File: src/rtl/muu_value_put_if.sv
// Handshake bundle for muu_value_put: value-write command in, framed value beats in,
// memory write command and packed line stream out, plus error pulses and line counter.
interface muu_value_put_if #(
  parameter int ADDR_WIDTH   = 32,
  parameter int LEN_WIDTH    = 12,
  parameter int MEMORY_WIDTH = 512
);
  logic [ADDR_WIDTH-1:0]   cmd_addr;
  logic [LEN_WIDTH-1:0]    cmd_len;
  logic                    cmd_drop;
  logic                    cmd_valid;
  logic                    cmd_ready;
  logic [63:0]             val_data;
  logic                    val_last;
  logic                    val_valid;
  logic                    val_ready;
  logic [ADDR_WIDTH-1:0]   wr_cmd_addr;
  logic [LEN_WIDTH-3:0]    wr_cmd_lines;
  logic                    wr_cmd_valid;
  logic                    wr_cmd_ready;
  logic [MEMORY_WIDTH-1:0] wr_data;
  logic                    wr_data_last;
  logic                    wr_data_valid;
  logic                    wr_data_ready;
  logic                    err_short;
  logic                    err_long;
  logic [31:0]             lines_written;

  modport slave (
    input  cmd_addr, cmd_len, cmd_drop, cmd_valid,
    output cmd_ready,
    input  val_data, val_last, val_valid,
    output val_ready,
    output wr_cmd_addr, wr_cmd_lines, wr_cmd_valid,
    input  wr_cmd_ready,
    output wr_data, wr_data_last, wr_data_valid,
    input  wr_data_ready,
    output err_short, err_long, lines_written
  );

  modport master (
    output cmd_addr, cmd_len, cmd_drop, cmd_valid,
    input  cmd_ready,
    output val_data, val_last, val_valid,
    input  val_ready,
    input  wr_cmd_addr, wr_cmd_lines, wr_cmd_valid,
    output wr_cmd_ready,
    input  wr_data, wr_data_last, wr_data_valid,
    output wr_data_ready,
    input  err_short, err_long, lines_written
  );
endinterface

File: src/rtl/muu_value_put.sv
// Value write path: issues one memory write command per value, then packs 64-bit
// value beats eight at a time into memory lines, padding short streams and draining long ones.
module muu_value_put #(
  parameter int ADDR_WIDTH   = 32,
  parameter int LEN_WIDTH    = 12,
  parameter int MEMORY_WIDTH = 512
) (
  input logic           clk,
  input logic           rst,
  muu_value_put_if.slave bus
);
  localparam int LANES = MEMORY_WIDTH / 64;
  localparam int CW    = LEN_WIDTH + 1;

  typedef enum logic [2:0] {IDLE, CMD, FILL, PAD, LONG_WAIT, DRAIN} state_t;

  state_t                  state;
  logic [2:0]              idx;
  logic [CW-1:0]           remaining;
  logic [CW-1:0]           lines_left;
  logic [LANES-1:0][63:0]  buffer;
  logic [LANES-1:0][63:0]  line_next;
  logic [CW-1:0]           acc_words;
  logic [CW-1:0]           acc_lines;
  logic [CW-1:0]           rem_next;
  logic                    close_line;
  logic                    beat_fire;
  logic                    data_free;

  assign bus.cmd_ready = (state == IDLE);
  assign bus.val_ready = ((state == FILL) && !bus.wr_data_valid) || (state == DRAIN);
  assign beat_fire     = bus.val_valid && bus.val_ready;
  assign data_free     = !bus.wr_data_valid || bus.wr_data_ready;

  // Sizes use one extra bit so a maximum-length value cannot overflow the rounding.
  always_comb begin
    acc_words      = (CW'(bus.cmd_len) + CW'(7)) >> 3;
    acc_lines      = (acc_words + CW'(7)) >> 3;
    line_next      = buffer;
    line_next[idx] = bus.val_data;
    rem_next       = remaining - CW'(1);
    close_line     = (idx == 3'(LANES - 1)) || (rem_next == '0) || bus.val_last;
  end

  always_ff @(posedge clk) begin
    if (rst) begin
      state             <= IDLE;
      idx               <= '0;
      remaining         <= '0;
      lines_left        <= '0;
      buffer            <= '0;
      bus.wr_cmd_addr   <= '0;
      bus.wr_cmd_lines  <= '0;
      bus.wr_cmd_valid  <= 1'b0;
      bus.wr_data       <= '0;
      bus.wr_data_last  <= 1'b0;
      bus.wr_data_valid <= 1'b0;
      bus.err_short     <= 1'b0;
      bus.err_long      <= 1'b0;
      bus.lines_written <= '0;
    end else begin
      bus.err_short <= 1'b0;
      bus.err_long  <= 1'b0;
      if (bus.wr_data_valid && bus.wr_data_ready) begin
        bus.wr_data_valid <= 1'b0;
        bus.wr_data_last  <= 1'b0;
        bus.lines_written <= bus.lines_written + 32'd1;
      end

      case (state)
        IDLE: begin
          if (bus.cmd_valid && (bus.cmd_len != '0)) begin
            if (bus.cmd_drop) begin
              state <= DRAIN;
            end else begin
              bus.wr_cmd_addr  <= ADDR_WIDTH'(bus.cmd_addr);
              bus.wr_cmd_lines <= acc_lines[LEN_WIDTH-3:0];
              bus.wr_cmd_valid <= 1'b1;
              remaining        <= acc_words;
              lines_left       <= acc_lines;
              idx              <= '0;
              buffer           <= '0;
              state            <= CMD;
            end
          end
        end

        CMD: begin
          if (bus.wr_cmd_ready) begin
            bus.wr_cmd_valid <= 1'b0;
            state            <= FILL;
          end
        end

        // Beats are only taken while the output slot is empty, so a close never collides with a pending line.
        FILL: begin
          if (beat_fire) begin
            remaining <= rem_next;
            if (close_line) begin
              bus.wr_data       <= MEMORY_WIDTH'(line_next);
              bus.wr_data_valid <= 1'b1;
              lines_left        <= lines_left - CW'(1);
              buffer            <= '0;
              idx               <= '0;
              if (rem_next == '0) begin
                bus.wr_data_last <= 1'b1;
                if (!bus.val_last) begin
                  bus.err_long <= 1'b1;
                  state        <= LONG_WAIT;
                end else begin
                  state <= IDLE;
                end
              end else if (bus.val_last) begin
                bus.err_short    <= 1'b1;
                bus.wr_data_last <= (lines_left == CW'(1));
                state            <= (lines_left == CW'(1)) ? IDLE : PAD;
              end else begin
                bus.wr_data_last <= 1'b0;
              end
            end else begin
              buffer[idx] <= bus.val_data;
              idx         <= idx + 3'd1;
            end
          end
        end

        PAD: begin
          if (data_free) begin
            bus.wr_data       <= '0;
            bus.wr_data_valid <= 1'b1;
            bus.wr_data_last  <= (lines_left == CW'(1));
            lines_left        <= lines_left - CW'(1);
            if (lines_left == CW'(1)) state <= IDLE;
          end
        end

        LONG_WAIT: begin
          if (data_free) state <= DRAIN;
        end

        DRAIN: begin
          if (beat_fire && bus.val_last) state <= IDLE;
        end

        default: state <= IDLE;
      endcase
    end
  end
endmodule

File: src/flat_wrapper.sv
// flat-port wrapper written by rule: the top's interface ports become plain ports
module muu_value_put_flat 
#(
  parameter int ADDR_WIDTH   = 32,
  parameter int LEN_WIDTH    = 12,
  parameter int MEMORY_WIDTH = 512
)
  (clk, rst, bus_cmd_addr, bus_cmd_len, bus_cmd_drop, bus_cmd_valid, bus_cmd_ready, bus_val_data, bus_val_last, bus_val_valid, bus_val_ready, bus_wr_cmd_addr, bus_wr_cmd_lines, bus_wr_cmd_valid, bus_wr_cmd_ready, bus_wr_data, bus_wr_data_last, bus_wr_data_valid, bus_wr_data_ready, bus_err_short, bus_err_long, bus_lines_written);
  muu_value_put_if #(.ADDR_WIDTH(ADDR_WIDTH), .LEN_WIDTH(LEN_WIDTH), .MEMORY_WIDTH(MEMORY_WIDTH)) bus_i ();
  input logic clk;
  input logic rst;
  input wire logic [$bits(bus_i.cmd_addr)-1:0] bus_cmd_addr;
  input wire logic [$bits(bus_i.cmd_len)-1:0] bus_cmd_len;
  input wire logic [$bits(bus_i.cmd_drop)-1:0] bus_cmd_drop;
  input wire logic [$bits(bus_i.cmd_valid)-1:0] bus_cmd_valid;
  output wire logic [$bits(bus_i.cmd_ready)-1:0] bus_cmd_ready;
  input wire logic [$bits(bus_i.val_data)-1:0] bus_val_data;
  input wire logic [$bits(bus_i.val_last)-1:0] bus_val_last;
  input wire logic [$bits(bus_i.val_valid)-1:0] bus_val_valid;
  output wire logic [$bits(bus_i.val_ready)-1:0] bus_val_ready;
  output wire logic [$bits(bus_i.wr_cmd_addr)-1:0] bus_wr_cmd_addr;
  output wire logic [$bits(bus_i.wr_cmd_lines)-1:0] bus_wr_cmd_lines;
  output wire logic [$bits(bus_i.wr_cmd_valid)-1:0] bus_wr_cmd_valid;
  input wire logic [$bits(bus_i.wr_cmd_ready)-1:0] bus_wr_cmd_ready;
  output wire logic [$bits(bus_i.wr_data)-1:0] bus_wr_data;
  output wire logic [$bits(bus_i.wr_data_last)-1:0] bus_wr_data_last;
  output wire logic [$bits(bus_i.wr_data_valid)-1:0] bus_wr_data_valid;
  input wire logic [$bits(bus_i.wr_data_ready)-1:0] bus_wr_data_ready;
  output wire logic [$bits(bus_i.err_short)-1:0] bus_err_short;
  output wire logic [$bits(bus_i.err_long)-1:0] bus_err_long;
  output wire logic [$bits(bus_i.lines_written)-1:0] bus_lines_written;
  assign bus_i.cmd_addr = bus_cmd_addr;
  assign bus_i.cmd_len = bus_cmd_len;
  assign bus_i.cmd_drop = bus_cmd_drop;
  assign bus_i.cmd_valid = bus_cmd_valid;
  assign bus_cmd_ready = bus_i.cmd_ready;
  assign bus_i.val_data = bus_val_data;
  assign bus_i.val_last = bus_val_last;
  assign bus_i.val_valid = bus_val_valid;
  assign bus_val_ready = bus_i.val_ready;
  assign bus_wr_cmd_addr = bus_i.wr_cmd_addr;
  assign bus_wr_cmd_lines = bus_i.wr_cmd_lines;
  assign bus_wr_cmd_valid = bus_i.wr_cmd_valid;
  assign bus_i.wr_cmd_ready = bus_wr_cmd_ready;
  assign bus_wr_data = bus_i.wr_data;
  assign bus_wr_data_last = bus_i.wr_data_last;
  assign bus_wr_data_valid = bus_i.wr_data_valid;
  assign bus_i.wr_data_ready = bus_wr_data_ready;
  assign bus_err_short = bus_i.err_short;
  assign bus_err_long = bus_i.err_long;
  assign bus_lines_written = bus_i.lines_written;
  muu_value_put #(.ADDR_WIDTH(ADDR_WIDTH), .LEN_WIDTH(LEN_WIDTH), .MEMORY_WIDTH(MEMORY_WIDTH)) u_core (.clk(clk), .rst(rst), .bus(bus_i));
endmodule
File: config.mk
export PLATFORM = sky130hd
export DESIGN_NAME = muu_value_put_flat
export DESIGN_NICKNAME = d
export VERILOG_FILES = /design/src/rtl/muu_value_put_if.sv /design/src/rtl/muu_value_put.sv /design/src/flat_wrapper.sv
export SDC_FILE = /design/constraint.sdc
export NUM_CORES = 2
export LEC_CHECK = 0
export BUFFER_PORTS_ARGS = -buffer_cell sky130_fd_sc_hd__buf_2
export CAP_MARGIN = 40
export CORE_ASPECT_RATIO = 1.75
export CORE_MARGIN = 4
export CORE_UTILIZATION = 55
export DETAILED_ROUTE_END_ITERATION = 8
export PLACE_DENSITY_LB_ADDON = 0.3
export SETUP_SLACK_MARGIN = 0.3
export SLEW_MARGIN = 20
export SYNTH_ARGS = -nofsm -noshare
export SYNTH_HDL_FRONTEND = slang
export SYNTH_SLANG_ARGS = --single-unit
File: constraint.sdc
create_clock -name clk -period 3.24 [get_ports clk]
set_input_delay 0.324 -clock clk [delete_from_list [all_inputs] [get_ports clk]]
set_output_delay 0.324 -clock clk [all_outputs]
set_load 0.02 [all_outputs]
Word level (Yosys, flattened, before mapping)
Cells that the tools add are included.
Widths: inputs -> output; s select.
{"block": "word_totals", "memories": 0, "inputBits": 116, "latchBits": 0, "output_inout_bits": 593, "ramBits": 0, "regBits": 1135, "mem_bits_ro": 0}
{"block": "op_classes", "mux": 59, "eq_ne": 17, "n_reduce_logical": 26, "n_div": 0, "multipliers": 0, "bitwise_logic": 5, "add_sub_neg": 6, "magnitude_cmp": 2, "shift": 0}
{"op": "$mux 512", "count": 7}
{"op": "$pmux 512 s2", "count": 2}
{"op": "$bwmux 512", "count": 1}
{"op": "$demux 64 s3", "count": 1}
{"op": "$mux 13", "count": 8}
{"op": "$mux 64", "count": 1}
{"op": "$mux 3", "count": 16}
{"op": "$pmux 13 s3", "count": 1}
{"op": "$add 32x1->32 const B", "count": 1}
{"op": "$pmux 13 s2", "count": 1}
{"op": "$sub 13x1->13 const B", "count": 2}
{"op": "$pmux 3 s6", "count": 1}
{"op": "$mux 1", "count": 15}
{"op": "$add 12x3->13 const B", "count": 1}
{"op": "$eq 13x1->1 const B", "count": 1}
{"op": "$logic_not 13->1", "count": 1}
{"op": "$ne 2x1->1 const B", "count": 6}
{"op": "$reduce_and 4->1", "count": 3}
{"op": "$reduce_bool 12->1", "count": 1}
{"op": "$add 10x3->11 const B", "count": 1}
{"op": "$reduce_or 5->1", "count": 2}
{"op": "$eq 3x3->1 const B", "count": 3}
{"op": "$reduce_and 9->1", "count": 1}
{"op": "$eq 3x2->1 const B", "count": 2}
{"op": "18 further kinds", "count": 36}

Depth between registers and ports, before layout
{"block": "logic_depth", "ltp_word": 8, "ltp_mapped": 12, "depth_no_buf": 8}

Least setup slack after synthesis
Ideal clock, no wire load.
{"block": "synth_timing", "path_kind": "flip-flop to flip-flop", "start": "register u_core.remaining[0]", "end": "register u_core.buffer[309] (netlist name)", "arrival_time_ps": 2780, "t_required_ps": 3102, "path_stages_with_launch": 13, "setup_slack_ps": 322, "synth_period_minus_slack_ps": 2918, "setup_time_ps": 138, "n_path_buf": 4, "cell_sequence": "dfxtp_1 -> inv_1 -> ha_1 -> clkbuf_1 -> nor4b_2 -> a21boi_1 -> nor4_1 -> o211ai_1 -> buf_2 -> buf_2 -> nand4_2 -> clkbuf_1 -> o32ai_1"}
{"block": "synth_between", "elab_chain_len": 7}
{"item": "start, declared", "line": "muu_value_put.sv:19", "rtl": "logic [CW-1:0] remaining;"}
{"item": "start signal, assigned", "line": "muu_value_put.sv:79", "rtl": "remaining <= acc_words;"}
{"item": "start signal, assigned", "line": "muu_value_put.sv:98", "rtl": "remaining <= rem_next;"}
{"item": "$sub 13x1->13", "line": "muu_value_put.sv:41", "rtl": "rem_next = remaining - CW'(1);"}
{"item": "$logic_not 13->1", "line": "muu_value_put.sv:42", "rtl": "close_line = (idx == 3'(LANES - 1)) || (rem_next == '0) || bus.val_last;"}
{"item": "$logic_or 1x1->1 (2 in a row)", "line": "muu_value_put.sv:42"}
{"item": "$mux 512", "line": "muu_value_put.sv:99", "rtl": "if (close_line) begin"}
{"item": "$mux 512", "line": "muu_value_put.sv:97", "rtl": "if (beat_fire) begin"}
{"item": "$pmux 512 s2", "line": "muu_value_put.sv:70", "rtl": "case (state)"}
{"item": "end signal, assigned by index", "line": "muu_value_put.sv:121", "rtl": "buffer[idx] <= bus.val_data;"}
{"item": "end, declared", "line": "muu_value_put.sv:21", "rtl": "logic [LANES-1:0][63:0] buffer;"}
Every way passes these cells. The select of a mux whose other input is x is not followed.
A chain may end at the register's enable or synchronous reset.

Final worst setup path
{"block": "layout_timing", "start": "register u_core.remaining[0]", "end": "register u_core.buffer[452] (netlist name)"}
Same word-level chain as after synthesis.

==> results.yml <==
outcome:
  outcome: "complete, no violations"
detailed_routing:
  vias: 39300
  wl_um: 163000
  wl_per_cell_um: 26.4
  drt-initial-drc-count: 4050
  first_pass_iters: 5
  antenna_left: 0
  drc: 0
  vias_per_cell: 6.35
yosys:
  synthTopCellsByArea: "dfxtp_1, o32ai_1, o2bb2ai_1"
  syn_area_per_cell_um2: 9.81
  yosys.area.top_type_share_pct: 51.3
  synth_top_area_cell: "dfxtp_1"
  ys_seq_area_share_pct: 51.3
  ys_ff_latch: 1133
  synth_edf_count: 0
  yosys_warnings: 0
  syn_inst: 4506
  synth_area_um2: 44200
  synthDistinctLibCells: 72
  ys.flop_type: "dfxtp_1"
  synthArstFlopShare_pct: 0
timing:
  skew_ps: 30.4
  setup_viol: 0
  fmax_ghz: 0.333
  tns_ps: 0
  min_period_ps: 3000
  whs_ps: 23.3
  timing.slew.headroom_pct: 43.6
  timing_hold_violations_final: 0
  min_period_over_period_pct: 92.7
  slew_viol_final: 0
  rsz0062_at_grt: "yes"
  worst_pin_slew_ps: 839
power:
  vdd_drop_max_mv: 0.511
  p_per_area_nw_per_um2: 615
  total_leakage_power_nw: 22.4
  finalPower_mw: 33.6
worst_setup_path:
  cp_max_fo: 8
  worstPathCellList: "buf_6 -> or4_4 -> nor3_4 -> buf_6 -> nor4_4 -> o211ai_1 -> buf_4 -> buf_6 -> a41oi_4 -> buf_12 -> clkbuf_16 -> o32ai_2"
  slowest_delay_ps: 550
  worstPathRequired_ps: 3860
  regToRegSetupSlack_ps: 240
  crit_slowest_cell: "or4_4"
  timing.rr.end: "u_core.buffer[452]"
  path_buf_inv: 6
  crit_top_cell: "buf_6"
  critPathKind: "flop to flop"
  critPathTopFamily: "buffers and inverters"
  r2r_cells: 12
  critPathArrivalTime_ps: 3620
  start_kind: "flop"
  critPathCaptureType: "flop"
  r2r_start: "u_core.remaining[0]"
cts:
  clock_sinks: 1133
  clk_path_buf_depth: 3
  clock_latency_ps: 720
  cts-htree-levels: 3
  clock-root-buffer: "clkbuf_16"
  path_clk_slew_ps: 70
  cts_tree: "built"
  cts_inserted_buffers: 98
global_route:
  grt_max_degree: 166
  grt_pass1_wl_um: 233000
  groute.usage.overall_pct: 35.0
  grt_overflow_total: 0
  grt_antenna_before_repair: 6
  grt_pass1_vias: 37500
placed_design:
  dpl_cell_area_um2: 49100
  portBuffers: 706
  place_hpwl_um: 102000
  gp_congestion: 0.906
hold_path:
  min_from: "bus_wr_cmd_ready"
  hold_end: "u_core.state[1]"
  min_path_cells: 3
  hold_class: "primary input to flop"
cells_and_area:
  area_delta_synth_final_pct: 23.7
  fin_area_um2: 54600
  fillCellCount: 6000
  final_util_pct: 68.6
  layout-drive-gt1-share_pct: 23.1
  final_net_count: 5191
floorplan:
  rows: 137
  die_x_um: 222
  ios: 709
  die_y_um: 383
  core_region_area_um2: 79700
  initial_core_util_pct: 55.4
  die_area_um2: 85100
flow_run:
  drv_cap: 0
[cell usage after synthesis (all sizes together) (28+ instances only)]
master and instances:
a21oi 273, buf 185, clkbuf 286, dfxtp 1133, inv 527, mux2i 323
nand2 177, nand3 28, nor2 265, nor3 33, o21ai 37, o2bb2ai 513
o32ai 518
[area by class of cell]
cell class | instances | area (um2) | area share [%]
flip-flops and latches | 1133 | 22700 | 41.5
multi-input cells | 2376 | 18400 | 33.6
repair buffers | 932 | 6810 | 12.5
clock buffers | 124 | 2690 | 4.92
inverters | 527 | 1980 | 3.62
well taps | 1042 | 1300 | 2.39
clock inverters | 57 | 792 | 1.45
diodes | 5 | 12.5 | 0.0229
[sequential cells by signal (all words and copies together), names as in the netlist]
| register | flops |
|---|---|
| u_core.buffer | 512 |
| u_core.bus.wr_data | 512 |
| u_core.bus.lines_written | 32 |
| u_core.bus.wr_cmd_addr | 32 |
| u_core.lines_left | 13 |
| u_core.remaining | 13 |
| u_core.bus.wr_cmd_lines | 8 |
| u_core.idx | 3 |
| u_core.state | 3 |
| u_core.bus.err_long | 1 |
| u_core.bus.err_short | 1 |
| u_core.bus.wr_cmd_valid | 1 |
| u_core.bus.wr_data_last | 1 |
| u_core.bus.wr_data_valid | 1 |
[per-stage QoR]
| step | std cells | worst slack [ps] |
|---|---|---|
| floorplan | 4507 | 322 |
| global placement | 5920 | 243 |
| detailed placement | 5921 | 233 |
| CTS | 6148 | 279 |
| global route | 6196 | 149 |
| finish | 6196 | 237 |
[cells by family (layout without fill, tap and decap cells)]
kind of cell | count (synthesis) | in the layout | synth area share, %
DFF | 1133 | 1133 | 51.3
muxes | 323 | 323 | 7.32
other | 1 | 7 | 0.00849
buffers and inverters | 998 | 1640 | 9.12
xor gates and xnor gates | 38 | 38 | 0.753
AOI/OAI and AO/OA | 1409 | 1409 | 25.3
and+or+nand+nor | 597 | 597 | 5.96
adders and majority gates | 7 | 7 | 0.198
[report_power, final]
group	total, mW	switching, mW	internal, mW	leakage, nW
combinational	6.39	4.34	2.05	11.6
sequential	14.5	0.277	14.2	9.13
clock	12.7	5.58	7.15	1.69
[worst min-delay path, stage by stage]
cell     delay (ps)
buf_2           130
a32oi_1         160
o32ai_1          90
[cell usage in the layout, fill, tap and decap left out, types with 7 or more instances in the layout]
cell and n:
xnor2_1 25, o2bb2ai_2 15, clkbuf_1 12, o21ai_0 36, nand4_1 12, clkbuf_8 14
a211oi_1 11, xor2_1 13, mux2i_1 323, nand3_1 27, clkinvlp_4 10, buf_12 79
nand2_1 177, o2bb2ai_1 498, buf_6 11, nor4_1 7, nor3_1 30, clkbuf_16 114
o32ai_2 60, buf_4 72, inv_1 524, dlygate4sd3_1 39, o32ai_1 450, clkinv_2 23
bufinv_16 15, buf_2 705, a21oi_1 268, nor2_1 265, dfxtp_1 1129, o32ai_4 8
or3_1 17
[repair_timing]
action,in CTS,in global routing
setup endpoints to repair,775,910
setup buffers,5,21
resized for setup,5,124
gates cloned,2,22
hold endpoints to repair,44,0
pin swaps,2,9
hold buffers,39,0
[worst max-delay path by stage]
stage	start	cells past startpoint	to	slack, ps
final	u_core.remaining[0]	12	u_core.buffer[452]	240
after global routing	u_core.remaining[1]	12	u_core.buffer[452]	150
after CTS	u_core.remaining[0]	10	u_core.buffer[499]	280
after detailed placement	u_core.remaining[1]	10	u_core.bus.wr_data[183]	230
after global placement	u_core.remaining[0]	10	u_core.bus.wr_data[146]	240
after floorplan	u_core.remaining[0]	12	u_core.buffer[309]	320
[layer usage]
layer	track usage, %	up-vias	routed length [um]
met2	58.7	2189	79200
met4	19.2	2	9140
li1	-	17500	-
met1	42.0	19100	60600
met3	7.06	469	14400
met5	0	-	11
Note: power is estimated with default switching activity, not from simulation.
